<file path="src/rtl/alu_seq.sv">
// -----------------------------------------------------------------------------
// alu_seq -- handshaked, parametrised ALU with multi-cycle shifts and multiply
//
// Carries the opcode map and flag semantics of the old 4-bit combinational ALU
// to any WIDTH. Shifts/rotates by a variable amount iterate one bit per cycle.
// MUL is an iterative shift-add multiply. Only one operation is in flight.
// Result and flags are registered and held until the consumer takes them.
//
// Parameters
//   WIDTH   operand/result width (>= 2)
//   MUL_EN  1: MUL implemented, 0: MUL reports illegal
//
// Ports
//   clk, rst        clock; synchronous active-high reset
//   in_valid        operands/opcode present
//   in_ready        high only in IDLE
//   opcode[3:0]     operation select
//   a, b            operands; b[SHW-1:0] is the shift/rotate amount
//   out_valid       result/flags valid (DONE state)
//   out_ready       consumer takes the result
//   result          registered result
//   zero, negative, carry, overflow, illegal   registered flags
// -----------------------------------------------------------------------------
module alu_seq #(
    parameter int WIDTH  = 4,
    parameter int MUL_EN = 1
) (
    input  logic             clk,
    input  logic             rst,
    input  logic             in_valid,
    output logic             in_ready,
    input  logic [3:0]       opcode,
    input  logic [WIDTH-1:0] a,
    input  logic [WIDTH-1:0] b,
    output logic             out_valid,
    input  logic             out_ready,
    output logic [WIDTH-1:0] result,
    output logic             zero,
    output logic             negative,
    output logic             carry,
    output logic             overflow,
    output logic             illegal
);

    localparam int SHW = (WIDTH > 2) ? $clog2(WIDTH) : 1;
    // Iteration counter must hold WIDTH (MUL) and any shift amount.
    localparam int CW  = $clog2(WIDTH + 1);

    localparam logic [3:0] OP_ADD  = 4'd0;
    localparam logic [3:0] OP_SUB  = 4'd1;
    localparam logic [3:0] OP_INCA = 4'd2;
    localparam logic [3:0] OP_DECA = 4'd3;
    localparam logic [3:0] OP_AND  = 4'd4;
    localparam logic [3:0] OP_OR   = 4'd5;
    localparam logic [3:0] OP_XOR  = 4'd6;
    localparam logic [3:0] OP_NOT  = 4'd7;
    localparam logic [3:0] OP_SLL  = 4'd8;
    localparam logic [3:0] OP_SRL  = 4'd9;
    localparam logic [3:0] OP_SRA  = 4'd10;
    localparam logic [3:0] OP_ROL  = 4'd11;
    localparam logic [3:0] OP_ROR  = 4'd12;
    localparam logic [3:0] OP_MUL  = 4'd13;

    localparam logic [WIDTH-1:0] MAX_POS = {1'b0, {(WIDTH-1){1'b1}}};
    localparam logic [WIDTH-1:0] MIN_NEG = {1'b1, {(WIDTH-1){1'b0}}};
    localparam logic [WIDTH-1:0] ONE     = {{(WIDTH-1){1'b0}}, 1'b1};

    typedef enum logic [1:0] {IDLE, BUSY, DONE} state_t;

    state_t             state, state_nx;
    logic [3:0]         op_q;
    logic [WIDTH-1:0]   mcand;      // multiplicand held for the whole MUL
    logic [WIDTH-1:0]   work;       // shift/rotate working value
    logic [2*WIDTH-1:0] prod;       // {partial high, remaining multiplier}
    logic [CW-1:0]      cnt;

    logic               accept;
    logic               is_shift;
    logic               mul_ok;
    logic               goes_busy;
    logic [SHW-1:0]     amt;
    logic               last;

    logic [WIDTH:0]     sum;
    logic [WIDTH-1:0]   diff;
    logic [WIDTH-1:0]   imm_res;
    logic               imm_c, imm_v, imm_ill;

    logic [WIDTH-1:0]   step_w;
    logic               step_c;
    logic [WIDTH-1:0]   addend;
    logic [WIDTH:0]     mul_sum;
    logic [2*WIDTH-1:0] prod_nx;
    logic [WIDTH-1:0]   fin_res;
    logic               fin_c, fin_v;

    // ------------------------------------------------------------------ decode
    assign accept    = in_valid && in_ready;
    assign amt       = b[SHW-1:0];
    assign is_shift  = (opcode == OP_SLL) || (opcode == OP_SRL) || (opcode == OP_SRA) ||
                       (opcode == OP_ROL) || (opcode == OP_ROR);
    assign mul_ok    = (opcode == OP_MUL) && (MUL_EN != 0);
    // Amount 0 shifts complete like single-cycle ops.
    assign goes_busy = (is_shift && (amt != '0)) || mul_ok;
    assign last      = (cnt == CW'(1));

    assign sum  = {1'b0, a} + {1'b0, b};
    assign diff = a - b;

    // ------------------------------------------------- single-cycle datapath
    always_comb begin
        imm_res = '0;
        imm_c   = 1'b0;
        imm_v   = 1'b0;
        imm_ill = 1'b0;
        case (opcode)
            OP_ADD: begin
                imm_res = sum[WIDTH-1:0];
                imm_c   = sum[WIDTH];
                imm_v   = (a[WIDTH-1] == b[WIDTH-1]) && (sum[WIDTH-1] != a[WIDTH-1]);
            end
            OP_SUB: begin
                imm_res = diff;
                imm_c   = (a >= b);                      // carry means no borrow
                imm_v   = (a[WIDTH-1] != b[WIDTH-1]) && (diff[WIDTH-1] != a[WIDTH-1]);
            end
            OP_INCA: begin
                imm_res = a + ONE;
                imm_c   = &a;
                imm_v   = (a == MAX_POS);
            end
            OP_DECA: begin
                imm_res = a - ONE;
                imm_c   = |a;
                imm_v   = (a == MIN_NEG);
            end
            OP_AND: imm_res = a & b;
            OP_OR:  imm_res = a | b;
            OP_XOR: imm_res = a ^ b;
            OP_NOT: imm_res = ~a;
            OP_SLL, OP_SRL, OP_SRA, OP_ROL, OP_ROR:
                imm_res = a;                             // only used for amount 0
            OP_MUL: imm_ill = (MUL_EN == 0);
            default: imm_ill = 1'b1;
        endcase
    end

    // ------------------------------------------- one iteration of BUSY work
    // Shifting one bit per cycle for the full amount gives saturation for
    // amounts >= WIDTH and modulo behaviour for rotates without extra logic.
    always_comb begin
        step_w = work;
        step_c = 1'b0;
        case (op_q)
            OP_SLL: begin step_w = {work[WIDTH-2:0], 1'b0};         step_c = work[WIDTH-1]; end
            OP_SRL: begin step_w = {1'b0, work[WIDTH-1:1]};         step_c = work[0];       end
            OP_SRA: begin step_w = {work[WIDTH-1], work[WIDTH-1:1]}; step_c = work[0];      end
            OP_ROL: begin step_w = {work[WIDTH-2:0], work[WIDTH-1]}; step_c = work[WIDTH-1]; end
            OP_ROR: begin step_w = {work[0], work[WIDTH-1:1]};       step_c = work[0];      end
            default: ;
        endcase
    end

    // Shift-add: conditionally add the multiplicand into the high half, then
    // shift the whole product right; the multiplier drains out of the low end.
    assign addend  = prod[0] ? mcand : '0;
    assign mul_sum = {1'b0, prod[2*WIDTH-1:WIDTH]} + {1'b0, addend};
    assign prod_nx = {mul_sum, prod[WIDTH-1:1]};

    always_comb begin
        if (op_q == OP_MUL) begin
            fin_res = prod_nx[WIDTH-1:0];
            fin_c   = |prod_nx[2*WIDTH-1:WIDTH];
            fin_v   = fin_c;
        end else begin
            fin_res = step_w;
            fin_c   = step_c;
            fin_v   = 1'b0;
        end
    end

    // -------------------------------------------------------------------- FSM
    always_ff @(posedge clk) begin
        if (rst) state <= IDLE;
        else     state <= state_nx;
    end

    always_comb begin
        state_nx = state;
        case (state)
            IDLE:    if (in_valid) state_nx = goes_busy ? BUSY : DONE;
            BUSY:    if (last)     state_nx = DONE;
            DONE:    if (out_ready) state_nx = IDLE;
            default: state_nx = IDLE;
        endcase
    end

    always_comb begin
        in_ready  = (state == IDLE);
        out_valid = (state == DONE);
    end

    // --------------------------------------------------- datapath registers
    // Result and flags are written only on the edge that enters DONE.
    always_ff @(posedge clk) begin
        if (rst) begin
            op_q     <= '0;
            mcand    <= '0;
            work     <= '0;
            prod     <= '0;
            cnt      <= '0;
            result   <= '0;
            zero     <= 1'b0;
            negative <= 1'b0;
            carry    <= 1'b0;
            overflow <= 1'b0;
            illegal  <= 1'b0;
        end else begin
            case (state)
                IDLE: if (accept) begin
                    op_q  <= opcode;
                    mcand <= a;
                    work  <= a;
                    prod  <= {{WIDTH{1'b0}}, b};
                    cnt   <= mul_ok ? CW'(WIDTH) : CW'(amt);
                    if (!goes_busy) begin
                        result   <= imm_res;
                        zero     <= (imm_res == '0);
                        negative <= imm_res[WIDTH-1];
                        carry    <= imm_c;
                        overflow <= imm_v;
                        illegal  <= imm_ill;
                    end
                end
                BUSY: begin
                    work <= step_w;
                    prod <= prod_nx;
                    cnt  <= cnt - CW'(1);
                    if (last) begin
                        result   <= fin_res;
                        zero     <= (fin_res == '0);
                        negative <= fin_res[WIDTH-1];
                        carry    <= fin_c;
                        overflow <= fin_v;
                        illegal  <= 1'b0;
                    end
                end
                default: ;
            endcase
        end
    end

endmodule

</file>
<file path="config.mk">
export PLATFORM = sky130hd
export DESIGN_NAME = alu_seq
export DESIGN_NICKNAME = d
export VERILOG_FILES = /design/src/rtl/alu_seq.sv
export SDC_FILE = /design/constraint.sdc
export NUM_CORES = 1
export LEC_CHECK = 0
export CAP_MARGIN = 10
export CORE_MARGIN = 5
export CORE_UTILIZATION = 58
export CTS_CLUSTER_DIAMETER = 30
export DETAILED_ROUTE_END_ITERATION = 16
export PLACE_DENSITY = 0.9
export SYNTH_ARGS = -nofsm -noshare
export SYNTH_HDL_FRONTEND = slang
export SYNTH_SLANG_ARGS = --single-unit
</file>
<file path="constraint.sdc">
create_clock -name clk -period 2.7 [get_ports clk]
set_input_delay 0.405 -clock clk [delete_from_list [all_inputs] [get_ports clk]]
set_output_delay 0.405 -clock clk [all_outputs]
set_load 0.02 [all_outputs]
</file>
==> impl.org, run 1 <==
** STA
- Setup violations remaining at the end of the flow were counted as 0.
- Setup TNS :: 0 ns
- Setup repair after global routing left no endpoint under its margin.
- In this run the tightest slew margin relative to its limit is between 50% and 60%.
- The number of pins with negative max-slew slack in the final report was 0.
- Final period util :: a little over nine tenths
- Maximum frequency from static timing analysis :: around 0.39 GHz
- For the final database, setup skew stands at 0.00432 ns.
- Final hold analysis gives a worst-case slack of approximately 0.45 ns.
- The number of hold violations in the final report is 0.
- Shortest period the worst path allows :: 2.56 ns
- In the post-route analysis, the smallest setup slack over all paths is 0.136 ns.
- At the pin with the least slew margin, the transition time is 0.677 ns.

** Setup path
- In this run the worst path has a maximum fanout of 3.
- Cell breakdown of the critical path :: clkdlybuf4s50_1 -> inv_1 -> ha_1 -> fa_2 -> xor2_1 -> a21oi_1 -> o311ai_0 -> a221oi_1 -> nand4_1 -> a311oi_2
- Combined buffer and inverter count along the critical path :: 2
- Data arrival time of the worst path :: roughly 2.8 ns
- The slowest stage of the critical path belongs to the cell sky130_fd_sc_hd__clkdlybuf4s50_1.
- CP startpoint kind :: input port
- Counting cells, the worst reg-to-reg path comes to 8.
- Among cell families on the critical path, the largest total delay comes from compound AO/OA/AOI/OAI gates.
- Counting buffers and inverters, the worst setup path is 10 cells deep.
- The worst setup path is captured at a flip-flop.
- The critical path is of the in -> reg type.
- Required time at the worst-slack endpoint :: about 2.9 ns
- The largest single stage delay on the critical path is roughly 0.50 ns.

** Floorplan
- For this configuration, the core starts out at a cell density of around three fifths.
- Die Y-Extent :: 78.8 um
- The die is ~80 um wide.
- The core region is ~4700 um^2.
- For this design the top-level I/O count stands at 27.
- Placement row count :: 25
- Die Outline Area :: between 6000 and 7000 um^2

** Layout
- Leaving out fill and tap cells, the most frequent cells in the layout are 44 x sky130_fd_sc_hd__nand2_1, 33 x sky130_fd_sc_hd__a21oi_1, 33 x sky130_fd_sc_hd__dfxtp_1.
- The area growth from synthesis to layout is 18.7%.
- Leading cell type in the layout, fill and taps excluded :: sky130_fd_sc_hd__nand2_1
- Number of inserted diodes :: 0
- Final Util :: a little over two thirds
- The finished cells cover 3260 um^2.
- Fraction of final layout cells with drive strength greater than 1 :: 11.6%
- In the final design database the tool counted roughly 420 nets.

** Pwr
- In this run the static leakage power is 1.36 nW.
- Maximum vdd drop :: around 0.00049 V
- For this design the ratio of total power to cell area is 455 nW/um^2.

** Synth
- By area the synthesized netlist is led by sky130_fd_sc_hd__dfxtp_1 24%, sky130_fd_sc_hd__ha_1 8.7%, sky130_fd_sc_hd__a21oi_1 6.0%.
- Synth top area share :: approximately a quarter
- The largest total area in the synthesized netlist belongs to sky130_fd_sc_hd__dfxtp_1.
- Summing the areas of all fa, ha and maj instances in the mapped netlist gives approximately 11% of the synthesized area.
- By area, the combinational part of the netlist is dominated by compound AO/OA/AOI/OAI gates.
- After Yosys synthesis, XOR and XNOR cells account for under 10% of the synthesized area.
- The most used flip-flop cell after synthesis is sky130_fd_sc_hd__dfxtp_1.
- Measured against the total synthesized area, the mux share comes to under 10%.
- Number of synthesized register bits :: 33
- Summing the areas of all compound-gate instances in the mapped netlist gives approximately 26% of the synthesized area.
- The cell area that synthesis handed to floorplanning was between 2000 and 3000 um^2.
- In this run, synthesis inferred 0 flip-flops with an integrated enable.
- The number of nets in the synthesized netlist is about 390.
- Synth Area in Simple Gates :: between 20% and 30%
- After synthesis, the share of flip-flops with an asynchronous set or reset is 0%.
- In the synthesized netlist, the number of instances is 351.
- Post-synthesis sequential area ratio :: about 24%
- Count of cell types in the netlist :: 66
- Averaged over all synthesized cells, the footprint is 7.82 um^2.
- Number of warnings printed during yosys synthesis :: 0

** Drt
- Vias after detailed routing :: approximately 3000
- Violation count after the first detailed-route iteration :: ~560
- For this run, design rule violations remaining after detail routing come to 0.
- Detail-routed via count per cell :: between 6 and 7
- Router iterations before antenna repair :: 6
- Number of nets still failing antenna checks after routing :: 0
- Overall routed net length :: 7740 um
- Routed length per instance :: ~18 um

** Placement
- At the end of routability-driven placement, the weighted congestion stood at 0.933.
- Pre-CTS setup slack :: -0.169 ns
- Post-Place Cell Area :: around 3100 um^2
- The HPWL after detailed placement is roughly 5600 um.
- Port Buf Inserts :: 26

** Clock network
- Num CTS Buffers :: 5
- CTS Sinks :: 33
- Clock tree from TritonCTS :: yes
- Clock tree synthesis selected as its root buffer the cell sky130_fd_sc_hd__clkbuf_8.
- Clock latency reported for the late side of the worst-skew pair :: 0.28 ns
- After clock tree synthesis, the flow added hold-fix buffers numbering 0.
- Clock-pin slew was measured on the worst setup and hold paths at approximately 0.070 ns.
- No sink is reached through more buffers than the 2 on the longest clock path.
- H-Tree Depth :: 2

** Run status
- The flow ran to the end, and the final reports show no timing, DRC or antenna violations.

** Global routing
- The via count of the first global-routing pass came to 2789.
- Wire length of the first global-routing pass :: approximately 13000 um
- Sum of overflow across all layers after global routing :: 0
- Antenna violations before repair :: 0
- In the global route stage, overall resource usage came out at 25.4%.
- Pin count of the biggest net entering global routing :: 23

** Min path
- The min-delay analysis places its worst path in the category reg -> reg.
- The worst hold path was traced through 2 stages.

** Flow run
- Across the run, the number of max-cap violations was 0.
==> cell usage after synthesis, types with 3 or more instances <==
cell type,count
sky130_fd_sc_hd__a22oi_1,3
sky130_fd_sc_hd__dfxtp_1,33
sky130_fd_sc_hd__o31ai_1,3
sky130_fd_sc_hd__nand2_1,44
sky130_fd_sc_hd__a2111oi_0,3
sky130_fd_sc_hd__buf_2,9
sky130_fd_sc_hd__nor2b_1,8
sky130_fd_sc_hd__a221o_1,3
sky130_fd_sc_hd__a21oi_1,33
sky130_fd_sc_hd__inv_1,21
sky130_fd_sc_hd__nand4_1,6
sky130_fd_sc_hd__and2_1,6
sky130_fd_sc_hd__nand2b_1,4
sky130_fd_sc_hd__a221oi_1,3
sky130_fd_sc_hd__nor2_1,20
sky130_fd_sc_hd__a31oi_1,8
sky130_fd_sc_hd__a21o_1,5
sky130_fd_sc_hd__buf_4,6
sky130_fd_sc_hd__clkbuf_1,9
sky130_fd_sc_hd__mux2i_1,11
sky130_fd_sc_hd__ha_1,19
sky130_fd_sc_hd__nor3_1,7
sky130_fd_sc_hd__o21ai_0,15
sky130_fd_sc_hd__nand3_1,13
sky130_fd_sc_hd__fa_1,3
sky130_fd_sc_hd__xnor2_1,3
==> tightest hold or removal path: cells and delay by family (launching register included) <==
family	cells	cell delay [ns]
AO/OA/AOI/OAI	1	0.05
flip-flops	1	0.31
AND/OR/NAND/NOR	1	0.05
==> per-layer routing <==
| metal | GRT usage (%) | vias to the layer above | wire length [um] |
|---|---|---|---|
| met4 | 11.4 | 0 | 336 |
| li1 | - | 1342 | - |
| met1 | 32.7 | 1335 | 3170 |
| met2 | 41.3 | 203 | 3490 |
| met3 | 4.76 | 49 | 737 |
| met5 | 0 | - | 0 |
==> cells by family after synthesis <==
kind of cell / Yosys count
multiplexers: 11
AO/OA/AOI/OAI: 103
buffers and inverters: 48
AND/OR/NAND/NOR: 127
adder cells (fa/ha/maj): 23
XOR/XNOR: 6
flip-flops: 33
==> power breakdown <==
part           leakage, nW  switching, W  internal (W)
Combinational         1.03      0.000248      0.000195
Sequential           0.270     0.0000401      0.000523
Clock               0.0585      0.000175      0.000301
Total                 1.36      0.000464       0.00102
==> sequential cells by signal (all words and copies together), names as in the netlist <==
name / count
overflow: 1
cnt: 3
state: 2
prod: 8
carry: 1
result: 4
illegal: 1
zero: 1
mcand: 4
op_q: 4
work: 4
==> area by class of cell <==
type | count | area [um^2]
repair buffers | 55 | 478
fillers | 350 | 1400
multi-input cells | 270 | 1860
clock buffers | 7 | 86.3
well taps | 54 | 67.6
inverters | 21 | 78.8
clock inverters | 1 | 30.0
flip-flops and latches | 33 | 661
==> final timing paths <==
kind	slack, ns	from	to
setup / recovery	0.14	a[0]	zero
hold / removal	0.45	result[1]	result[1]
setup reg to reg	0.31	prod[0]	carry
hold reg to reg	0.45	result[1]	result[1]
==> stage by stage <==
step / power (W) / cells
floorplan: 0.000847 / 351
global placement: 0.000980 / 432
finish: 0.00148 / 441
global route: 0.00155 / 441
detailed placement: 0.000995 / 432
CTS: 0.00146 / 440
==> timing repair <==
action,in CTS,in global routing
gates resized for setup,0,1
buffers inserted,0,1
setup endpoints to repair,0,1
hold endpoints to repair,0,0
Note: power is estimated with default switching activity, not from simulation.
==> inputs of run 2 (changes only) <==
Settings changed: ABC_CLOCK_PERIOD_IN_PS set to 2700, CTS_CLUSTER_DIAMETER 30 to unset.
==> results of run 2 <==
No change in the layout: final DEF, timing and power equal those of run 1.
